<file path="config.mk">
export PLATFORM = sky130hd
export DESIGN_NAME = alu_issue_ctrl
export DESIGN_NICKNAME = d
export VERILOG_FILES = /design/src/rtl/alu_issue_ctrl.sv
export SDC_FILE = /design/constraint.sdc
export NUM_CORES = 1
export LEC_CHECK = 0
export CAP_MARGIN = 25
export CORE_MARGIN = 2
export CORE_UTILIZATION = 60
export DETAILED_ROUTE_END_ITERATION = 6
export PLACE_DENSITY_LB_ADDON = 0.2
export SKIP_CTS_REPAIR_TIMING = 1
export SLEW_MARGIN = 40
export SYNTH_ARGS = -nofsm -noshare
export SYNTH_HDL_FRONTEND = slang
export SYNTH_SLANG_ARGS = --single-unit
</file>
<file path="constraint.sdc">
create_clock -name clk -period 14.1 [get_ports clk]
set_clock_uncertainty 0.15 [all_clocks]
set_input_delay 1.41 -clock clk [delete_from_list [all_inputs] [get_ports clk]]
set_output_delay 1.41 -clock clk [all_outputs]
set_load 0.02 [all_outputs]
</file>
<file path="src/rtl/alu_issue_ctrl.sv">
// ============================================================================
// Module   : alu_issue_ctrl
// Purpose  : Single-issue front end for the external 19-bit combinational ALU,
//            with a 16-entry register file and valid/ready result port.
// Revision : 1.0  initial release
// ============================================================================
`default_nettype none

module alu_issue_ctrl (
    input  logic        clk,
    input  logic        rst,
    input  logic        instr_valid,
    output logic        instr_ready,
    input  logic [18:0] instr,
    output logic [4:0]  alu_opcode,
    output logic [18:0] alu_a,
    output logic [18:0] alu_b,
    input  logic [18:0] alu_result,
    output logic        res_valid,
    input  logic        res_ready,
    output logic [18:0] res_data,
    output logic [3:0]  res_rd,
    output logic        res_err
);

    localparam logic [1:0] S_IDLE = 2'd0;
    localparam logic [1:0] S_EXEC = 2'd1;
    localparam logic [1:0] S_RESP = 2'd2;

    localparam logic [4:0]  c_OP_DIV    = 5'b00011;
    localparam logic [4:0]  c_OP_LDI    = 5'b11100;
    localparam logic [4:0]  c_OP_MAXLO  = 5'b01001;
    localparam logic [4:0]  c_OP_MINHI  = 5'b11110;
    localparam logic [18:0] c_DIV0_VAL  = 19'h7FFFF;

    logic [1:0]  r_state;
    logic [18:0] r_rf [16];
    logic [4:0]  r_alu_opcode;
    logic [18:0] r_alu_a;
    logic [18:0] r_alu_b;
    logic [3:0]  r_rd;
    logic [9:0]  r_imm;
    logic [18:0] r_res_data;
    logic [3:0]  r_res_rd;
    logic        r_res_err;

    logic        w_accept;
    logic        w_exec;
    logic [18:0] w_result;
    logic        w_err;

    assign instr_ready = (r_state == S_IDLE);
    assign res_valid   = (r_state == S_RESP);
    assign alu_opcode  = r_alu_opcode;
    assign alu_a       = r_alu_a;
    assign alu_b       = r_alu_b;
    assign res_data    = r_res_data;
    assign res_rd      = r_res_rd;
    assign res_err     = r_res_err;

    assign w_accept = instr_valid && (r_state == S_IDLE);
    assign w_exec   = (r_state == S_EXEC);

    // Result selection; LDI, divide-by-zero and undefined ops bypass the ALU.
    always_comb begin
        w_result = '0;
        w_err    = 1'b0;
        if (r_alu_opcode <= c_OP_MAXLO || r_alu_opcode >= c_OP_MINHI) begin
            if (r_alu_opcode == c_OP_DIV && r_alu_b == '0) begin
                w_result = c_DIV0_VAL;
                w_err    = 1'b1;
            end else begin
                w_result = alu_result;
            end
        end else if (r_alu_opcode == c_OP_LDI) begin
            w_result = {9'b0, r_imm};
        end else begin
            w_err = 1'b1;
        end
    end

    always_ff @(posedge clk or posedge rst) begin
        if (rst) begin
            r_state <= S_IDLE;
        end else begin
            case (r_state)
                S_IDLE:  if (instr_valid) r_state <= S_EXEC;
                S_EXEC:  r_state <= S_RESP;
                S_RESP:  if (res_ready) r_state <= S_IDLE;
                default: r_state <= S_IDLE;
            endcase
        end
    end

    // rf[0] is never written, so it reads zero without a read-side mux.
    always_ff @(posedge clk or posedge rst) begin
        if (rst) begin
            for (int i = 0; i < 16; i++) begin
                r_rf[i] <= '0;
            end
        end else if (w_exec && !w_err && r_rd != 4'd0) begin
            r_rf[r_rd] <= w_result;
        end
    end

    always_ff @(posedge clk or posedge rst) begin
        if (rst) begin
            r_alu_opcode <= '0;
            r_alu_a      <= '0;
            r_alu_b      <= '0;
            r_rd         <= '0;
            r_imm        <= '0;
        end else if (w_accept) begin
            r_alu_opcode <= instr[18:14];
            r_alu_a      <= r_rf[instr[9:6]];
            r_alu_b      <= r_rf[instr[5:2]];
            r_rd         <= instr[13:10];
            r_imm        <= instr[9:0];
        end
    end

    always_ff @(posedge clk or posedge rst) begin
        if (rst) begin
            r_res_data <= '0;
            r_res_rd   <= '0;
            r_res_err  <= 1'b0;
        end else if (w_exec) begin
            r_res_data <= w_result;
            r_res_rd   <= r_rd;
            r_res_err  <= w_err;
        end
    end

endmodule

`default_nettype wire

</file>
== After elaboration in Yosys (flattened, before gate mapping) ==
Index checks and enable logic that the tools add are counted.

* Bits in latches: 0
* Bits in writable memories: 0
* Memories kept: 0
* Word-level logic and storage cells: 69
* Flip-flop bits (word level): 387
* Memory bits (read-only): 0

* Div/mod/pow operators: 0
* Shifts and indexed selects: 0
* Magnitude comparators: 6
* Multiply operators: 0
* $add $sub $neg: 0
* Eq/ne operators: 6
* Bitwise logic cells: 3
* Reduce and logical (&&, ||, !) cells: 11
* Muxes and demuxes: 18

{| class="wikitable"
|+ Operators by type and width
! operator !! number
|-
| 304-bit bitwise mux || 1
|-
| 19-bit binary-select mux with 4-bit select || 2
|-
| 19-bit two-way mux || 7
|-
| 19-bit demux with 4-bit select || 1
|-
| 5-bit >= comparator (second input constant) || 4
|-
| 19-bit logical NOT || 1
|-
| 4-bit NOT with 5-bit output || 3
|-
| 10-bit two-way mux || 1
|-
| 2-bit one-hot mux with 3 select lines || 1
|-
| 5-bit by 2-bit == test with 1-bit output (second input constant) || 1
|-
| 5-bit == test (second input constant) || 1
|-
| 5-bit by 4-bit <= comparator with 1-bit output (second input constant) || 1
|-
| 1-bit logical AND || 5
|-
| 5-bit by 1-bit < comparator with 1-bit output (second input constant) || 1
|-
| 2-bit two-way mux || 2
|-
| 4-bit nonzero test || 1
|-
| 1-bit two-way mux || 3
|-
| 2-bit by 1-bit == test with 1-bit output (second input constant) || 1
|-
| 2-bit == test (second input constant) || 1
|-
| 2-bit logical NOT || 1
|-
| 2-bit by 1-bit inequality test with 1-bit output (second input constant) || 1
|-
| 2-bit inequality test (second input constant) || 1
|-
| 2-bit AND reduction || 1
|-
| 1-bit logical NOT || 1
|-
| 1-bit logical OR || 1
|}

== Longest topological paths before layout ==
Gate-level depths: netlist (run 1).

* Depth after elaboration: 7
* Gate-level depth with buffers: 8
* Gate-level depth less buffers: 5

== Worst setup path after synthesis (run 1) ==
No wires, ideal clock.

* Kind: input -> register
* Start point: in instr[2]
* End point: reg r_alu_b[14] (netlist: alu_b[14])
* Stages: 5
* Path buffers: 2
* Arrival time: 3.312 ns
* Setup slack: 10.512 ns
* Cell sequence: buf_2 > buf_1 > mux4_2 > mux2_2 > a221o_1

* Word-level cells in the longest chain between the ends: 4

{| class="wikitable"
|+ RTL lines
! what !! RTL line !! RTL
|-
| start, declared || 14 || <nowiki>input logic [18:0] instr,</nowiki>
|-
| 4-bit NOT with 5-bit output (implied by the code) || 116 || <nowiki>r_alu_b <= r_rf[instr[5:2]];</nowiki>
|-
| 19-bit binary-select mux with 4-bit select || 116 ||
|-
| 19-bit two-way mux (implied by the code) (2 in a row) || 116 ||
|-
| end signal, assigned || 116 ||
|-
| end, declared || 40 || <nowiki>logic [18:0] r_alu_b;</nowiki>
|}

No other way between the ends. The select of a mux whose other input is x is not followed.
A chain may end at the register's enable or synchronous reset.

== Final worst setup path (run 1) ==
* Start point: in instr[6]
* End point: reg r_alu_a[3] (netlist: alu_a[3])

* Word-level cells in the longest chain between the ends: 4

{| class="wikitable"
|+ RTL lines
! what !! RTL line !! RTL
|-
| 4-bit NOT with 5-bit output (implied by the code) || 115 || <nowiki>r_alu_a <= r_rf[instr[9:6]];</nowiki>
|-
| 19-bit binary-select mux with 4-bit select || 115 ||
|-
| 19-bit two-way mux (implied by the code) (2 in a row) || 115 ||
|-
| end signal, assigned || 115 ||
|-
| end, declared || 39 || <nowiki>logic [18:0] r_alu_a;</nowiki>
|}

No other way between the ends. The select of a mux whose other input is x is not followed.

==> summary.md, run 1 <==
| Metric | Value |
|---|---|
| Outcome | `completed` |
| LEAKAGE | `9.95 nW` |
| Setup WS pre-CTS | `9.87 ns` |
| Max stage delay on crit path | `0.67 ns` |
| Count of max-cap constraint violations | `0` |
| Cell area after synthesis | `19300 um2` |
| End of the worst register-to-register path | `r_rf[155]` |
| Clock sinks | `387` |
| Final Max Slew Viols | `0` |
| Detailed-routing iteration count for the pre-antenna-repair pass | `5` |
| Synthesis-to-finish area growth | `13.9%` |
| Initial Utilization | `61.1%` |
| Reg2Reg Depth | `7` |
| Master of the slowest instance on the critical path | `sky130_fd_sc_hd__buf_6` |
| RSZ-0062 raised after global routing | `no` |
| Initial detailed-routing violation count | `1199` |
| TNS Setup | `0 ns` |
| Core outline area | `31600 um2` |
| Final Cycle Share | `25.8%` |
| Number of failing hold endpoints at the final stage | `0` |
| Critical Path Fanout Max | `56` |
| Number of diodes added for antenna fixing | `0` |
| YS warnings | `0` |
| Syn nets | `1486` |
| Count of standard-cell rows | `65` |
| Count of unique library cells instantiated by Yosys | `44` |
| Largest buffer count on any clock path | `3` |
| Die area | `33600 um2` |
| Post-route minimum period | `3.64 ns` |
| CTS tree | `yes` |
| Top cell type's share of synthesized area | `50.1%` |
| Number of buffers inserted during clock tree synthesis | `41` |
| Clk_lat worst skew | `0.54 ns` |
| Relative slew margins | `36.4%` |
| Power Density | `210 nW/um2` |
| Leading area contributor after synthesis | `sky130_fd_sc_hd__dfrtp_1` |
| Origin of the worst min-delay path | `r_rf[295]` |
| Type of the worst setup path | `in2reg` |
| Count of input and output buffers | `110` |
| Capture endpoint of the worst hold path | `r_rf[295]` |
| CP arrival | `3.90 ns` |
| H-tree levels | `2` |
| Maximum number of pins on one net before global-route repair | `137` |
| Sequential standard cell area | `9680 um2` |
| Clk root buf | `sky130_fd_sc_hd__clkbuf_16` |
| Detailed-route wire length per cell | `28.6 um` |
| Top post-synthesis cells by count | `sky130_fd_sc_hd__dfrtp_1 (387), sky130_fd_sc_hd__mux2_2 (234), sky130_fd_sc_hd__nand2_1 (164)` |
| Total detailed-routing wirelength | `54.7 mm` |
| Post-route antenna net violation count | `0` |
| Multi-input gate area in the final layout | `9030 um2` |
| Vert. Die Dim | `183 um` |
| Combined global-route utilization of all metal layers | `33.8%` |
| Transition at the pin with the smallest max-transition slack | `0.954 ns` |
| CP endpoint kind | `register` |
| Worst flop-to-flop path startpoint | `alu_opcode[3]` |
| Number of primary I/O pins | `111` |
| Initial antenna violation count | `1` |
| Register-to-Register Setup Slack | `10.76 ns` |
| GRT Residual Overflow | `0` |
| Largest cells by area after synthesis | `sky130_fd_sc_hd__dfrtp_1 (50%), sky130_fd_sc_hd__mux4_2 (16%), sky130_fd_sc_hd__mux2_2 (14%)` |
| Count of state elements after synthesis | `387` |
| Dominant register cell in the synthesized netlist | `sky130_fd_sc_hd__dfrtp_1` |
| Cells after Synth | `1444` |
| Most numerous cell in the Yosys netlist | `sky130_fd_sc_hd__dfrtp_1` |
| Max IR drop VDD | `128 uV` |
| Via density per instance | `6.91` |
| Worst setup margin | `10.46 ns` |
| Nets | `1528` |
| Share of final-layout standard cells stronger than drive strength 1 | `32.9%` |
| Async SR Flop Fraction | `100%` |
| Worst endpoint required time | `14.36 ns` |
| Horiz. Die Dim | `183 um` |
| Clock edge transition at the registers on the reported setup and hold paths | `0.06 ns` |
| Vias after detailed routing | `13.2k` |
| Gpl congestion | `0.818` |
| Final Setup Violations | `0` |
| Part of the Yosys area used for sequential elements | `50.1%` |
| Post-Synthesis Mean Instance Area | `13.4 um2` |
| Hpwl dp | `32.5 mm` |
| Nature of the critical path startpoint | `primary input` |
| Number of DRC violations after detailed routing | `0` |
| Maximum clock frequency | `0.275 GHz` |
| Crit-path cells | `buf_4, buf_6, mux4_2, mux2_2, a221o_1` |
| Classification of the worst-slack hold path | `reg2reg` |
| Wire length of the first global-routing pass | `83.6 mm` |
| Number of global-route vias before repair | `13.5k` |
| Number of instances on the worst hold path | `0` |
| Count of flip-flops with a built-in enable after synthesis | `0` |
| Final-layout fill cell count | `2172` |
-- how the worst max path moves through the flow --
| stage | start | endpoint | slack (ns) | cells past startpoint |
|---|---|---|---|---|
| 6_report | instr[6] | alu_a[3] | 10.46 | 5 |
| 5_1_grt | instr[6] | alu_a[13] | 10.33 | 5 |
| 4_1_cts | instr[6] | alu_a[3] | 10.42 | 5 |
| 3_5_place_dp | instr[6] | alu_a[3] | 9.87 | 5 |
| 3_3_place_gp | instr[6] | alu_a[13] | 9.67 | 5 |
| 2_1_floorplan | rst | alu_a[0] | 1.78 | 1 |
-- worst max-delay path, delay by kind of cell --
kind                   cells  cell delay (ns)
buffers and inverters      2             1.24
AOI/OAI and AO/OA          1             0.32
muxes                      2             0.88
-- placed cells by master, fill, tap and decap left out, types with 9 or more instances in the layout --
master / instances
sky130_fd_sc_hd__mux2i_1: 59
sky130_fd_sc_hd__o21ai_0: 91
sky130_fd_sc_hd__and2_1: 10
sky130_fd_sc_hd__mux4_2: 134
sky130_fd_sc_hd__mux2_2: 234
sky130_fd_sc_hd__nand2_1: 163
sky130_fd_sc_hd__a22o_1: 10
sky130_fd_sc_hd__buf_4: 29
sky130_fd_sc_hd__clkbuf_16: 43
sky130_fd_sc_hd__clkdlybuf4s50_1: 103
sky130_fd_sc_hd__a21oi_1: 13
sky130_fd_sc_hd__nor3_1: 30
sky130_fd_sc_hd__a31oi_1: 10
sky130_fd_sc_hd__a221o_1: 26
sky130_fd_sc_hd__dfrtp_1: 387
sky130_fd_sc_hd__mux2_1: 9
sky130_fd_sc_hd__nor2_1: 24
sky130_fd_sc_hd__a22oi_1: 19
-- layer usage --
metal	wire [um]	part of all wire [%]	global-route usage, %	vias to the layer above
met5	0	0	0	-
met4	2360	4.3	13.6	0
met3	4870	8.9	8.10	158
met2	25300	46	51.8	705
met1	22100	40	47.1	6887
li1	-	-	-	5477
-- cells by family after synthesis --
group / count (synthesis) / share of synthesized area (%)
buffers and inverters: 152 / 3.41
multiplexers: 436 / 32.8
flip-flops: 387 / 50.1
AO/OA/AOI/OAI: 199 / 6.77
AND/OR/NAND/NOR: 270 / 6.85
-- power by group --
part,switching [mW],internal [mW]
registers,0.387,1.54
clock network,0.442,0.659
logic,0.783,0.798
-- flip-flops by register name, indices dropped and copies added (netlist names) --
name / cells
alu_a: 19
alu_b: 19
alu_opcode: 5
r_imm: 10
r_rd: 4
r_rf: 304
r_state: 2
res_data: 19
res_err: 1
res_rd: 4
-- metrics by stage --
stage,instances,instance area (um2),power [mW],utilization [%],hold slack [ns]
6_report,1914,22000,4.61,69.6,0.247
5_1_grt,1914,22000,4.83,69.6,0.250
3_3_place_gp,1842,20600,3.42,65.0,0.231
3_5_place_dp,1845,20600,3.49,65.3,0.231
2_1_floorplan,1444,19300,2.90,-,0.288
4_1_cts,1914,22000,4.60,69.6,0.244
-- final cells by class --
| class | instances | area share (%) |
|---|---|---|
| sequential | 387 | 44.0 |
| multi-input combinational | 905 | 41.1 |
| timing repair buffer | 144 | 6.30 |
| clock buffer | 55 | 5.37 |
| tap | 402 | 2.29 |
| clock inverter | 14 | 0.802 |
| inverter | 7 | 0.176 |
Note: power is estimated with default switching activity, not from simulation.
==> run 2, diff against run 1 <==
Clock period 14.1 ns to 3.55 ns, I/O delays scaled along.
==> run 2 against run 1 <==
Die area unchanged. Register-to-register slack got worse by 10 ns. Via count increased by 1.5%. Clock-buffer cell count increased by 4. Critical path depth increased by 3.
==> summary.md, run 2 (synthesis gave the netlist of run 1 again) <==
| Metric | Value |
|---|---|
| Synthesis-to-finish area growth | `16.3%` |
| Amount of wire on met2 after detailed routing | `25.9 mm (+2.1%)` |
| Clock sinks | `387 (unchanged)` |
| Critical Path Fanout Max | `11 (-80%)` |
| Nature of the critical path startpoint | `register` |
| Worst flop-to-flop path startpoint | `alu_opcode[4]` |
| Setup crit end | `r_rf[48]` |
| Outcome | `completed` |
| Number of global-route vias before repair | `13.7k (+1.6%)` |
| Number of flip-flops in the largest register | `304 (unchanged)` |
| Crit-path cells | `nand3_1, o22ai_2, o21ai_2, buf_12, nor4_4, buf_4, buf_4, mux2_2` |
| Power Density | `831 nW/um2 (+300%)` |
| Hold Worst Slack | `0.134 ns (-0.113 ns)` |
| Via density per instance | `6.87 (-0.57%)` |
| Number of primary I/O pins | `111 (unchanged)` |
| Count of max-cap constraint violations | `0 (unchanged)` |
| Classification of the worst-slack hold path | `in2reg` |
| Crit path top cell by count | `sky130_fd_sc_hd__buf_4` |
| Combined global-route utilization of all metal layers | `35.0% (+1.2 points)` |
| Final Setup Violations | `0 (unchanged)` |
| Number of buffers inserted during clock tree synthesis | `42 (+2.4%)` |
| Highest-count cells in the layout ignoring fill and taps | `sky130_fd_sc_hd__dfrtp_1 (387), sky130_fd_sc_hd__mux2_2 (234), sky130_fd_sc_hd__nand2_1 (163)` |
| CP arrival | `3.26 ns (-0.64 ns)` |
| Worst endpoint required time | `3.82 ns (-10.54 ns)` |
| Number of DRC violations after detailed routing | `0 (unchanged)` |
| Horiz. Die Dim | `183 um (unchanged)` |
| Gpl congestion | `0.868 (+6.2%)` |
| Post-layout total power | `18.7 mW (+300%)` |
| Relative slew margins | `37.9% (+1.5 points)` |
| Wire length of the first global-routing pass | `86.4 mm (+3.4%)` |
| Transition at the pin with the smallest max-transition slack | `0.931 ns (-0.0228 ns)` |
| Most frequent standard cell in the layout excluding fill and tap cells | `sky130_fd_sc_hd__dfrtp_1` |
| Register-to-Register Setup Slack | `0.56 ns (-10.20 ns)` |
| Total detailed-routing wirelength | `56.9 mm (+4.0%)` |
| Clk root buf | `sky130_fd_sc_hd__clkbuf_16` |
| Post-route antenna net violation count | `0 (unchanged)` |
| CP endpoint kind | `register` |
| Die area | `33600 um2 (unchanged)` |
| Sequential standard cell area | `9680 um2 (unchanged)` |
| Met3 wirelength from detailed routing | `5.67 mm (+16%)` |
| Count of input and output buffers | `110 (unchanged)` |
| Detailed-route wire length per cell | `29.1 um (+1.9%)` |
| Share of final-layout standard cells stronger than drive strength 1 | `34.2% (+1.4 points)` |
| Initial Utilization | `61.1% (unchanged)` |
| Worst setup margin | `0.564 ns (-9.90 ns)` |
| Hpwl dp | `35.7 mm (+9.7%)` |
| Wire length the detailed router placed on met1 | `23.3 mm (+5.1%)` |
| Maximum number of pins on one net before global-route repair | `65 (-53%)` |
| Master of the slowest instance on the critical path | `sky130_fd_sc_hd__dfrtp_1` |
| Type of the worst setup path | `reg2reg` |
| Nets | `1566 (+2.5%)` |
| RSZ-0062 raised after global routing | `no` |
| Count of non-filler cells in the finished layout | `1953 (+2.0%)` |
| Final-layout fill cell count | `2126 (-2.1%)` |
| CTS tree | `yes` |
| Core outline area | `31600 um2 (unchanged)` |
| Number of diodes added for antenna fixing | `0 (unchanged)` |
| Register with the highest flop count | `r_rf` |
| Final Max Slew Viols | `0 (unchanged)` |
| Max stage delay on crit path | `0.49 ns (-0.18 ns)` |
| Number of failing hold endpoints at the final stage | `0 (unchanged)` |
| TNS Setup | `0 ns (unchanged)` |
| Multi-input gate area in the final layout | `9000 um2 (-0.33%)` |
| DP Cell Count | `1879 (+1.8%)` |
| LEAKAGE | `10.2 nW (+2.4%)` |
| Count of standard-cell rows | `65 (unchanged)` |
| Start point of the critical path | `alu_opcode[4]` |
| End of the worst register-to-register path | `r_rf[48]` |
| Post-route minimum period | `2.99 ns` |
| Vias after detailed routing | `13.4k (+1.5%)` |
| Maximum clock frequency | `0.335 GHz` |
| GRT Residual Overflow | `0 (unchanged)` |
| Clk_lat worst skew | `0.54 ns (about the same)` |
| Uppermost routed layer | `met4` |
| Clock edge transition at the registers on the reported setup and hold paths | `0.06 ns (about the same)` |
| Initial antenna violation count | `0 (-1)` |
| Reg2Reg Depth | `8 (+1)` |
| Detailed-routing iteration count for the pre-antenna-repair pass | `5 (unchanged)` |
| Largest buffer count on any clock path | `3 (unchanged)` |
| Setup WS pre-CTS | `0.671 ns (-9.20 ns)` |
| Max IR drop VDD | `546 uV (+330%)` |
| H-tree levels | `2 (unchanged)` |
| Initial detailed-routing violation count | `1403 (+17%)` |
| Final Cycle Share | `84.1%` |
| Vert. Die Dim | `183 um (unchanged)` |
run 2: cell count changes in the layout (fill, tap and decap cells not counted), moves of 2 or more:
cell / previous run / this run
sky130_fd_sc_hd__buf_12: 2 / 16
sky130_fd_sc_hd__buf_4: 29 / 53
sky130_fd_sc_hd__buf_6: 4 / 0
sky130_fd_sc_hd__clkbuf_16: 43 / 45
sky130_fd_sc_hd__clkbuf_8: 6 / 8
sky130_fd_sc_hd__clkinv_2: 8 / 6
sky130_fd_sc_hd__clkinvlp_4: 1 / 4
run 2: cell type report:
cell class / count / share of cell area [%]
clock buffer: 59 / 5.60
multi-input combinational: 905 / 40.1
tap: 402 / 2.24
inverter: 7 / 0.134
timing repair buffer: 181 / 8.18
clock inverter: 12 / 0.635
sequential: 387 / 43.1
run 2: critical path, delay by kind of cell, from the launching register on:
kind | cells | cell delay, ns
AND/OR/NAND/NOR | 2 | 0.74
buffers and inverters | 3 | 0.67
multiplexers | 1 | 0.34
AO/OA/AOI/OAI | 2 | 0.47
flip-flops | 1 | 0.49
run 2: per-stage QoR:
step / area [um2] / util (%)
2_1_floorplan: 19300 / -
3_3_place_gp: 21000 / 66.3
3_5_place_dp: 21000 / 66.5
4_1_cts: 22400 / 70.9
5_1_grt: 22500 / 71.0
6_report: 22500 / 71.0
run 2: worst min path at each step:
stage | from | end | cells past startpoint
after floorplan | r_rf[289] | r_rf[289] | 1
after global placement | r_rf[288] | r_rf[288] | 0
after detailed placement | r_rf[286] | r_rf[286] | 0
after CTS | rst | r_rf[245] | 2
after global routing | instr[8] | r_imm[8] | 4
final | instr[8] | r_imm[8] | 4
run 2: where the power goes:
part	internal, mW	total [mW]	switching [mW]
logic	3.31	6.63	3.32
registers	6.13	7.58	1.45
clock network	2.68	4.44	1.77
total	12.1	18.7	6.53
run 2: routing by layer:
layer,vias to the layer above,global-route usage (%)
met3,134,9.25
met2,746,52.4
met4,0,12.5
li1,5550,-
met5,-,0
met1,6990,50.1
